**config.mk**
```make
export PLATFORM = sky130hd
export DESIGN_NAME = ysyx_25040129_scoreboard_flat
export DESIGN_NICKNAME = d
export VERILOG_FILES = /design/src/rtl/ysyx_25040129_scoreboard_pkg.sv /design/src/rtl/ysyx_25040129_scoreboard_if.sv /design/src/rtl/ysyx_25040129_sb_counter.sv /design/src/rtl/ysyx_25040129_scoreboard.sv /design/src/flat_wrapper.sv
export SDC_FILE = /design/constraint.sdc
export NUM_CORES = 1
export LEC_CHECK = 0
export BUFFER_PORTS_ARGS = -buffer_cell sky130_fd_sc_hd__buf_4
export CORE_UTILIZATION = 63
export DETAILED_ROUTE_END_ITERATION = 8
export PLACE_DENSITY = 0.95
export SYNTH_ARGS = -nofsm -noshare
export SYNTH_HDL_FRONTEND = slang
export SYNTH_SLANG_ARGS = --single-unit
```
**constraint.sdc**
```tcl
create_clock -name clk_i -period 5.4 [get_ports clk_i]
set_clock_uncertainty 0.1 [all_clocks]
set_input_delay 0.27 -clock clk_i [delete_from_list [all_inputs] [get_ports clk_i]]
set_output_delay 0.27 -clock clk_i [all_outputs]
set_load 0.01 [all_outputs]
```
**src/rtl/ysyx_25040129_scoreboard_pkg.sv**
```systemverilog
// Shared constants and types for the issue scoreboard.
// Register-index width, pending-counter geometry and the source-hazard helper.
package ysyx_25040129_scoreboard_pkg;

    localparam int unsigned REGS_DIG = 4;
    localparam int unsigned CSR_DIG  = 12;
    localparam int unsigned NReg     = 1 << REGS_DIG;
    localparam int unsigned CntW     = 2;
    localparam int unsigned CntMax   = 3;

    typedef logic [REGS_DIG-1:0] reg_idx_t;
    typedef logic [CntW-1:0]     cnt_t;

    // A single outstanding write that retires this cycle is served by the WBU forward path.
    function automatic logic src_hazard(logic used, reg_idx_t idx, cnt_t cnt,
                                        logic wb_we, reg_idx_t wb_rd);
        logic fwd;
        fwd = (cnt == cnt_t'(1)) && wb_we && (wb_rd == idx);
        return used && (idx != '0) && (cnt != '0) && !fwd;
    endfunction

endpackage

```
**src/rtl/ysyx_25040129_scoreboard_if.sv**
```systemverilog
// Issue / writeback / status bundle between IDU-side logic and the scoreboard.
interface ysyx_25040129_scoreboard_if;
    import ysyx_25040129_scoreboard_pkg::*;

    logic            issue_valid;
    logic            issue_ready;
    reg_idx_t        issue_rs1;
    reg_idx_t        issue_rs2;
    logic            issue_rs1_used;
    logic            issue_rs2_used;
    reg_idx_t        issue_rd;
    logic            issue_reg_write;
    logic            issue_csr_write;
    logic            issue_csr_access;
    logic            wb_reg_write;
    reg_idx_t        wb_rd;
    logic            wb_csr_write;
    logic            flush;
    logic [NReg-1:0] busy_vec;

    modport master (
        output issue_valid, issue_rs1, issue_rs2, issue_rs1_used, issue_rs2_used,
               issue_rd, issue_reg_write, issue_csr_write, issue_csr_access,
               wb_reg_write, wb_rd, wb_csr_write, flush,
        input  issue_ready, busy_vec
    );

    modport slave (
        input  issue_valid, issue_rs1, issue_rs2, issue_rs1_used, issue_rs2_used,
               issue_rd, issue_reg_write, issue_csr_write, issue_csr_access,
               wb_reg_write, wb_rd, wb_csr_write, flush,
        output issue_ready, busy_vec
    );

endinterface

```
**src/rtl/ysyx_25040129_sb_counter.sv**
```systemverilog
// Saturating 2-bit pending-write counter; coincident inc/dec cancel, dec at zero is dropped.
module ysyx_25040129_sb_counter
    import ysyx_25040129_scoreboard_pkg::*;
(
    input  logic clk_i,
    input  logic rst_i,
    input  logic clr_i,
    input  logic inc_i,
    input  logic dec_i,
    output cnt_t cnt_o
);

    cnt_t cnt_q, cnt_d;

    always_comb begin
        cnt_d = cnt_q;
        if (clr_i) begin
            cnt_d = '0;
        end else if (inc_i && !dec_i) begin
            if (cnt_q != cnt_t'(CntMax)) cnt_d = cnt_q + cnt_t'(1);
        end else if (dec_i && !inc_i) begin
            if (cnt_q != '0) cnt_d = cnt_q - cnt_t'(1);
        end
    end

    always_ff @(posedge clk_i) begin
        if (rst_i) cnt_q <= '0;
        else       cnt_q <= cnt_d;
    end

    assign cnt_o = cnt_q;

endmodule

```
**src/rtl/ysyx_25040129_scoreboard.sv**
```systemverilog
// In-order issue scoreboard: per-GPR and CSR pending-write counters gating IDU->EXU issue.
module ysyx_25040129_scoreboard
    import ysyx_25040129_scoreboard_pkg::*;
(
    input  logic                        clk_i,
    input  logic                        rst_i,
    ysyx_25040129_scoreboard_if.slave   sb_io
);

    cnt_t cnt [NReg];
    cnt_t csr_cnt;
    logic fire;
    logic rs1_haz, rs2_haz, rd_full, csr_stall;

    assign cnt[0] = '0;

    for (genvar i = 1; i < NReg; i++) begin : g_gpr
        ysyx_25040129_sb_counter u_cnt (
            .clk_i (clk_i),
            .rst_i (rst_i),
            .clr_i (sb_io.flush),
            .inc_i (fire && sb_io.issue_reg_write && (sb_io.issue_rd == reg_idx_t'(i))),
            .dec_i (sb_io.wb_reg_write && (sb_io.wb_rd == reg_idx_t'(i))),
            .cnt_o (cnt[i])
        );
    end

    ysyx_25040129_sb_counter u_csr_cnt (
        .clk_i (clk_i),
        .rst_i (rst_i),
        .clr_i (sb_io.flush),
        .inc_i (fire && sb_io.issue_csr_write),
        .dec_i (sb_io.wb_csr_write),
        .cnt_o (csr_cnt)
    );

    always_comb begin
        rs1_haz = src_hazard(sb_io.issue_rs1_used, sb_io.issue_rs1, cnt[sb_io.issue_rs1],
                             sb_io.wb_reg_write, sb_io.wb_rd);
        rs2_haz = src_hazard(sb_io.issue_rs2_used, sb_io.issue_rs2, cnt[sb_io.issue_rs2],
                             sb_io.wb_reg_write, sb_io.wb_rd);
        // Full counter stalls even if a writeback frees a slot this cycle.
        rd_full = sb_io.issue_reg_write && (sb_io.issue_rd != '0) &&
                  (cnt[sb_io.issue_rd] == cnt_t'(CntMax));
        csr_stall = (sb_io.issue_csr_access && (csr_cnt != '0) &&
                     !((csr_cnt == cnt_t'(1)) && sb_io.wb_csr_write)) ||
                    (sb_io.issue_csr_write && (csr_cnt == cnt_t'(CntMax)));
        sb_io.issue_ready = !(rs1_haz || rs2_haz || rd_full || csr_stall ||
                              sb_io.flush || rst_i);
        fire = sb_io.issue_valid && sb_io.issue_ready;
    end

    always_comb begin
        sb_io.busy_vec = '0;
        for (int i = 0; i < NReg; i++) begin
            sb_io.busy_vec[i] = (cnt[i] != '0);
        end
    end

endmodule

```
**src/flat_wrapper.sv**
```systemverilog
// flat-port wrapper written by rule: the top's interface ports become plain ports
module ysyx_25040129_scoreboard_flat import ysyx_25040129_scoreboard_pkg::*;
  (clk_i, rst_i, sb_io_issue_valid, sb_io_issue_rs1, sb_io_issue_rs2, sb_io_issue_rs1_used, sb_io_issue_rs2_used, sb_io_issue_rd, sb_io_issue_reg_write, sb_io_issue_csr_write, sb_io_issue_csr_access, sb_io_wb_reg_write, sb_io_wb_rd, sb_io_wb_csr_write, sb_io_flush, sb_io_issue_ready, sb_io_busy_vec);
  ysyx_25040129_scoreboard_if sb_io_i ();
  input  logic clk_i;
  input  logic rst_i;
  input wire logic [$bits(sb_io_i.issue_valid)-1:0] sb_io_issue_valid;
  input wire logic [$bits(sb_io_i.issue_rs1)-1:0] sb_io_issue_rs1;
  input wire logic [$bits(sb_io_i.issue_rs2)-1:0] sb_io_issue_rs2;
  input wire logic [$bits(sb_io_i.issue_rs1_used)-1:0] sb_io_issue_rs1_used;
  input wire logic [$bits(sb_io_i.issue_rs2_used)-1:0] sb_io_issue_rs2_used;
  input wire logic [$bits(sb_io_i.issue_rd)-1:0] sb_io_issue_rd;
  input wire logic [$bits(sb_io_i.issue_reg_write)-1:0] sb_io_issue_reg_write;
  input wire logic [$bits(sb_io_i.issue_csr_write)-1:0] sb_io_issue_csr_write;
  input wire logic [$bits(sb_io_i.issue_csr_access)-1:0] sb_io_issue_csr_access;
  input wire logic [$bits(sb_io_i.wb_reg_write)-1:0] sb_io_wb_reg_write;
  input wire logic [$bits(sb_io_i.wb_rd)-1:0] sb_io_wb_rd;
  input wire logic [$bits(sb_io_i.wb_csr_write)-1:0] sb_io_wb_csr_write;
  input wire logic [$bits(sb_io_i.flush)-1:0] sb_io_flush;
  output wire logic [$bits(sb_io_i.issue_ready)-1:0] sb_io_issue_ready;
  output wire logic [$bits(sb_io_i.busy_vec)-1:0] sb_io_busy_vec;
  assign sb_io_i.issue_valid = sb_io_issue_valid;
  assign sb_io_i.issue_rs1 = sb_io_issue_rs1;
  assign sb_io_i.issue_rs2 = sb_io_issue_rs2;
  assign sb_io_i.issue_rs1_used = sb_io_issue_rs1_used;
  assign sb_io_i.issue_rs2_used = sb_io_issue_rs2_used;
  assign sb_io_i.issue_rd = sb_io_issue_rd;
  assign sb_io_i.issue_reg_write = sb_io_issue_reg_write;
  assign sb_io_i.issue_csr_write = sb_io_issue_csr_write;
  assign sb_io_i.issue_csr_access = sb_io_issue_csr_access;
  assign sb_io_i.wb_reg_write = sb_io_wb_reg_write;
  assign sb_io_i.wb_rd = sb_io_wb_rd;
  assign sb_io_i.wb_csr_write = sb_io_wb_csr_write;
  assign sb_io_i.flush = sb_io_flush;
  assign sb_io_issue_ready = sb_io_i.issue_ready;
  assign sb_io_busy_vec = sb_io_i.busy_vec;
  ysyx_25040129_scoreboard u_core (.clk_i(clk_i), .rst_i(rst_i), .sb_io(sb_io_i));
endmodule
```
==> flow_summary_export.csv, run 1 <==
group,metric,value,unit
outcome,status,"finished clean",
setup_path,r2r_cells,10,
clocking,hold_buffers,0,
setup_path,cpMostUsedCell,"and3_1",
global_routing,antenna_found_initial,0,
synth,synth-seq-cells,32,
setup_path,cp-start-kind,"flop",
power,vdd_drop_max,0.000133,V
sta,finalSetupViolCount,0,
synth,synth_edf_count,0,
setup_path,path_max_fanout,17,
floorplanning,num_rows,25,
finish,final_common_cell,"buf_4",
setup_path,worstSetupPathDepth,10,
sta,fin_crit_sh,0.600,
global_routing,busiest_layer,"met2",
global_routing,grt_pass1_vias,2961,
power,p_clk_frac,0.410,
detailed_routing,vias,3217,
clocking,cts-root-buf,"clkbuf_8",
clocking,clockBufferDepth,2,
sta,final.setup.tns,0,ps
synth,synth_compound_area_frac,0.208,
synth,synth_xor_area_frac,0.0244,
clocking,cts_setup_buffers,0,
finish,finish.net_count,461,
synth,yosysTopAreaCell,"dfxtp_1",
clocking,cts.sinks,32,
detailed_routing,drc,0,
synth,muxShareOfSynthArea,0.148,
power,p_seq_frac,0.418,
global_routing,grtUsageMet1,0.405,
setup_path,end_kind,"flop",
power,intPower,0.000410,W
synth,syn_area,0.00324,mm^2
setup_path,crit_required,5490,ps
floorplanning,core,0.00482,mm^2
sta,worst_slew_pin_slew,1160,ps
finish,layout_common_cells,"42 x buf_4, 35 x o21ai_0, 33 x a21oi_1",
synth,synth_top_family_by_area,"simple AND/OR/NAND/NOR gates",
place,port_buffers,42,
detailed_routing,drt_iter0_markers,395,
clocking,post_cts_resize_count,0,
place,dpl.hpwl,6.13,mm
sta,timing.fmax,308,MHz
floorplanning,initial_core_util,0.672,
global_routing,grtUsageMet2,0.561,
global_routing,grt_max_degree,34,
place,gp_congestion,1.04,
floorplanning,ioPinCount,44,
setup_path,worstPathArrival,3330,ps
synth,netlist.area_leader.share,0.198,
sta,grt_setup_unrepaired,"no",
finish,diodes,0,
hold_path,hold_path.class,"reg2reg",
hold_path,holdPathStages,2,
power,total_leakage_power,1.31,nW
detailed_routing,drt_pass1_iterations,5,
synth,synth.area.top_cells,"dfxtp_1 20%, mux4_2 9.0%, ha_1 7.3%, o21ai_0 5.4%, a21oi_1 5.1%",
finish,drive_gt1_frac,0.240,
clocking,insertion_delay,290,ps
detailed_routing,drt_wl_total,8.30,mm
global_routing,gr-usage-all-layers,0.334,
global_routing,grt_pass1_wl,13.8,mm
synth,yosys.area_share.simple,0.286,
setup_path,cp_slowest_cell,"o32ai_4",
detailed_routing,viasPerCell,6.66,
place,dp_slack,2190,ps
sta,worst_slack,2160,ps
clocking,cts_tree,"yes",
synth,yosys_most_used_dff,"dfxtp_1",
detailed_routing,ant_nets,0,
floorplanning,dieWidth,73.7,um
synth,yosys.area_share.adder,0.0735,
clocking,cts-buffers-inserted,5,
sta,min_period,3240,ps
global_routing,use_met3,0.0741,
setup_path,worst-setup-path-type,"reg2reg",
sta,relSlewSlack,0.224,
synth,synth.distinct_cells,54,
detailed_routing,post_drt_wl_per_cell,17.2,um
synth,ys_seq_area_frac,0.198,
power,p_comb_frac,0.172,
synth,synth_nets,433,
sta,hold_viol,0,
setup_path,slowest_delay,710,ps
setup_path,cp_cell_sequence,"mux2i_1 > and3_1 > o41ai_2 > a21oi_2 > o32ai_4 > nor3_2 > ha_1 > nor4b_1 > nor2_1 > and3_1",
global_routing,grt_overflow,0,
run,max-cap-violations,0,
power,netSwitchingFraction,0.273,
setup_path,cp.buffers_inverters,0,
setup_path,critPathTopFamily,"compound AO/OA/AOI/OAI gates",
power,switchingPower,0.000154,W
finish,syn2layout_area_growth,11.3,%
synth,syn_area_per_cell,8.36,um^2
synth,syn-instance-count,387,
clocking,clk_pin_slew,70,ps
floorplanning,dieHeight,73.7,um
synth,synth_warnings,0,
sta,drv_slew,0,
clocking,cts_max_level,2,
power,powerDensity,157,mW/mm^2
synth,ys_async_sr_fraction,0,
floorplanning,die_area,0.00543,mm^2
## registers in the layout, indices dropped and copies added, names as in the netlist
signal / count
u_core.g_gpr.u_cnt.cnt_o: 30
u_core.u_csr_cnt.cnt_o: 2
## synth_stat cells, drive strengths merged (4+ instances only)
cell type / number
nand2: 22
nor3: 12
clkbuf: 7
nor4: 15
a21oi: 34
nor2b: 19
xor2: 6
o22ai: 10
nand2b: 22
nand3: 11
o21ai: 36
ha: 19
mux2: 8
buf: 14
nor3b: 5
or2: 17
dfxtp: 32
mux4: 15
a221oi: 5
mux2i: 4
nor2: 27
inv: 14
a21o: 5
## tightest hold or removal path, stage by stage (launching register included)
cell and delay (ps):
dfxtp_1 370, nand2_1 80, a21oi_1 60
## power by group through the flow
stage                     clock network, W  registers [W]  logic [W]
after global routing              0.000242       0.000236   0.000103
after detailed placement                 0       0.000242  0.0000935
final                             0.000231       0.000236  0.0000968
after global placement                   0       0.000242  0.0000910
after floorplan                          0       0.000241  0.0000692
after CTS                         0.000234       0.000236  0.0000944
## worst paths after layout
| check | from | endpoint | slack [ps] |
|---|---|---|---|
| worst max register to register | u_core.g_gpr[11].u_cnt.cnt_o[1]$_SDFFE_PP0P_ | u_core.u_csr_cnt.cnt_o[1]$_SDFFE_PP0P_ | 2160 |
| worst min register to register | u_core.g_gpr[8].u_cnt.cnt_o[0]$_SDFFE_PP0P_ | u_core.g_gpr[8].u_cnt.cnt_o[1]$_SDFFE_PP0P_ | 450 |
| worst max-delay path | u_core.g_gpr[11].u_cnt.cnt_o[1]$_SDFFE_PP0P_ | u_core.u_csr_cnt.cnt_o[1]$_SDFFE_PP0P_ | 2160 |
| worst min-delay path | u_core.g_gpr[8].u_cnt.cnt_o[0]$_SDFFE_PP0P_ | u_core.g_gpr[8].u_cnt.cnt_o[1]$_SDFFE_PP0P_ | 450 |
## cells by family after synthesis
group	count (synthesis)
multiplexers	27
AND/OR/NAND/NOR	161
other	1
flip-flops	32
buffers and inverters	35
adder cells (fa/ha/maj)	19
XOR/XNOR	9
AO/OA/AOI/OAI	103
## routing by layer
layer	wire, um	vias to the layer above
met3	731	34
met1	3250	1505
met5	0	-
met4	313	0
met2	4010	193
li1	-	1485
## stage by stage
step                hold WS (ps)  instance area, um^2   util  power, W  instances
floorplan                    390                 3240      -  0.000311        387
global placement             430                 3490  0.724  0.000333        475
detailed placement           433                 3490  0.724  0.000335        475
CTS                          444                 3600  0.748  0.000564        483
global route                 483                 3600  0.748  0.000581        483
finish                       449                 3600  0.748  0.000564        483
## cell type report
class	instances	area [um^2]
clock buffers	5	68.8
flip-flops and latches	32	641
multi-input cells	320	2400
inverters	14	52.6
repair buffers	42	315
clock inverters	3	42.5
fillers	354	1220
well taps	67	83.8
No activity file was read; power rests on OpenSTA's default activity.
==> inputs of run 2 (changes only) <==
CORE_UTILIZATION = 59   (was 63)
PLACE_DENSITY = 0.9   (was 0.95)
clock period = 3.3 ns   (was 5.4 ns; I/O delays follow)
==> flow_summary_export.csv, run 2 (synthesis results as in run 1) <==
group,metric,value,unit
detailed_routing,ant_nets,0,
power,vdd_drop_max,0.000147,V
detailed_routing,drt_pass1_iterations,5,
clocking,clockBufferDepth,2,
finish,postLayoutCoreUtil,0.700,
floorplanning,initial_core_util,0.622,
global_routing,grt_pass1_vias,2963,
finish,finish.net_count,466,
clocking,cts_tree,"yes",
sta,drv_slew,0,
setup_path,worstPathArrival,3280,ps
global_routing,use_met3,0.0587,
global_routing,grt_pass1_wl,13.9,mm
floorplanning,die_area,0.00578,mm^2
clocking,cts_max_level,2,
setup_path,cp-start-kind,"flop",
sta,relSlewSlack,0.528,
setup_path,startpoint,"u_core.g_gpr[8].u_cnt.cnt_o[1]$_SDFFE_PP0P_",
finish,layout_common_cells,"45 x buf_4, 35 x o21ai_0, 33 x a21oi_1",
clocking,cts-root-buf,"clkbuf_8",
detailed_routing,drt_wl_total,8.60,mm
global_routing,busiest_layer,"met2",
sta,hold_slack,370,ps
hold_path,min_from,"sb_io_wb_csr_write",
setup_path,path_max_fanout,15,
detailed_routing,drt_iter0_markers,470,
global_routing,grt_max_degree,33,
power,powerDensity,232,mW/mm^2
finish,largest_reg_flops,30,
finish,fin_area,0.00365,mm^2
sta,hold_viol,0,
floorplanning,ioPinCount,44,
floorplanning,core,0.00520,mm^2
floorplanning,dieHeight,76.1,um
setup_path,worstReg2RegStart,"u_core.g_gpr[8].u_cnt.cnt_o[1]$_SDFFE_PP0P_",
clocking,hold_buffers,0,
clocking,insertion_delay,280,ps
setup_path,end_kind,"flop",
power,design_power_total,0.000844,W
clocking,cts-buffers-inserted,5,
sta,min_period,3170,ps
finish,syn2layout_area_growth,12.7,%
floorplanning,dieWidth,76.1,um
clocking,cts.sinks,32,
hold_path,hold_path.class,"in2reg",
power,total_leakage_power,1.34,nW
finish,final_common_cell,"buf_4",
global_routing,antenna_found_initial,0,
place,gp_congestion,0.967,
sta,timing.fmax,315,MHz
place,post_dp_cell_area,0.00352,mm^2
detailed_routing,drc,0,
detailed_routing,vias,3202,
finish,diodes,0,
outcome,status,"finished clean",
floorplanning,num_rows,26,
finish,drive_gt1_frac,0.250,
place,dpl.hpwl,6.25,mm
setup_path,crit_required,3410,ps
global_routing,grtUsageMet2,0.487,
sta,worst_slew_pin_slew,690,ps
place,port_buffers,42,
sta,fin_crit_sh,0.961,
setup_path,worst-setup-path-type,"reg2reg",
detailed_routing,post_drt_wl_per_cell,17.6,um
detailed_routing,viasPerCell,6.53,
global_routing,grt_overflow,0,
global_routing,gr-usage-all-layers,0.300,
clocking,clk_pin_slew,70,ps
sta,finalSetupViolCount,0,
run,max-cap-violations,0,
global_routing,grtUsageMet1,0.394,
[run 2: final cells by class]
class	count	area (um^2)
Timing Repair Buffer	47	378
Clock buffer	6	72.6
Fill cell	427	1560
Clock inverter	1	5.00
Sequential cell	32	641
Multi-Input combinational cell	320	2410
Inverter	14	52.6
Tap cell	70	87.6
[run 2: per-stage QoR]
| stage | worst slack, ps | TNS [ps] | std cells |
|---|---|---|---|
| after floorplan | 630 | 0 | 387 |
| after global placement | 259 | 0 | 481 |
| after detailed placement | 133 | 0 | 481 |
| after CTS | 156 | 0 | 488 |
| after global routing | -106 | -591 | 490 |
| final | 129 | 0 | 490 |
[run 2: worst max-delay path: stages, from the launching register on]
cell and delay, ps:
dfxtp_1 370, nor2b_1 160, a2111oi_0 640, o41ai_2 180, a21oi_2 180, o32ai_4 140
buf_12 190, nor4_1 330, ha_1 330, nand2b_1 180, nand2b_1 70, nand2_1 60
a21oi_1 160
[run 2: report_power, final]
| group | switching, W | leakage (nW) | internal (W) |
|---|---|---|---|
| Clock | 0.000146 | 0.0410 | 0.000143 |
| Sequential | 0.000000210 | 0.258 | 0.000386 |
| Combinational | 0.0000989 | 1.04 | 0.0000702 |
[run 2: timing repair]
item,4_1_cts,5_1_grt
setup buffers,0,2
setup endpoints to repair,0,4
resized for setup,0,2
[run 2: path summary, 6_finish.rpt]
kind | to | slack [ps] | cells past startpoint
worst min-delay path | u_core.u_csr_cnt.cnt_o[1]$_SDFFE_PP0P_ | 370 | 5
worst max-delay path | u_core.g_gpr[4].u_cnt.cnt_o[1]$_SDFFE_PP0P_ | 130 | 12
worst max register to register | u_core.g_gpr[4].u_cnt.cnt_o[1]$_SDFFE_PP0P_ | 130 | 12
worst min register to register | u_core.g_gpr[6].u_cnt.cnt_o[1]$_SDFFE_PP0P_ | 460 | 2
[run 2: layer usage]
metal / wire length [um] / vias to the layer above
li1: - / 1493
met1: 3570 / 1507
met2: 4070 / 173
met3: 744 / 29
met4: 217 / 0
met5: 0 / -
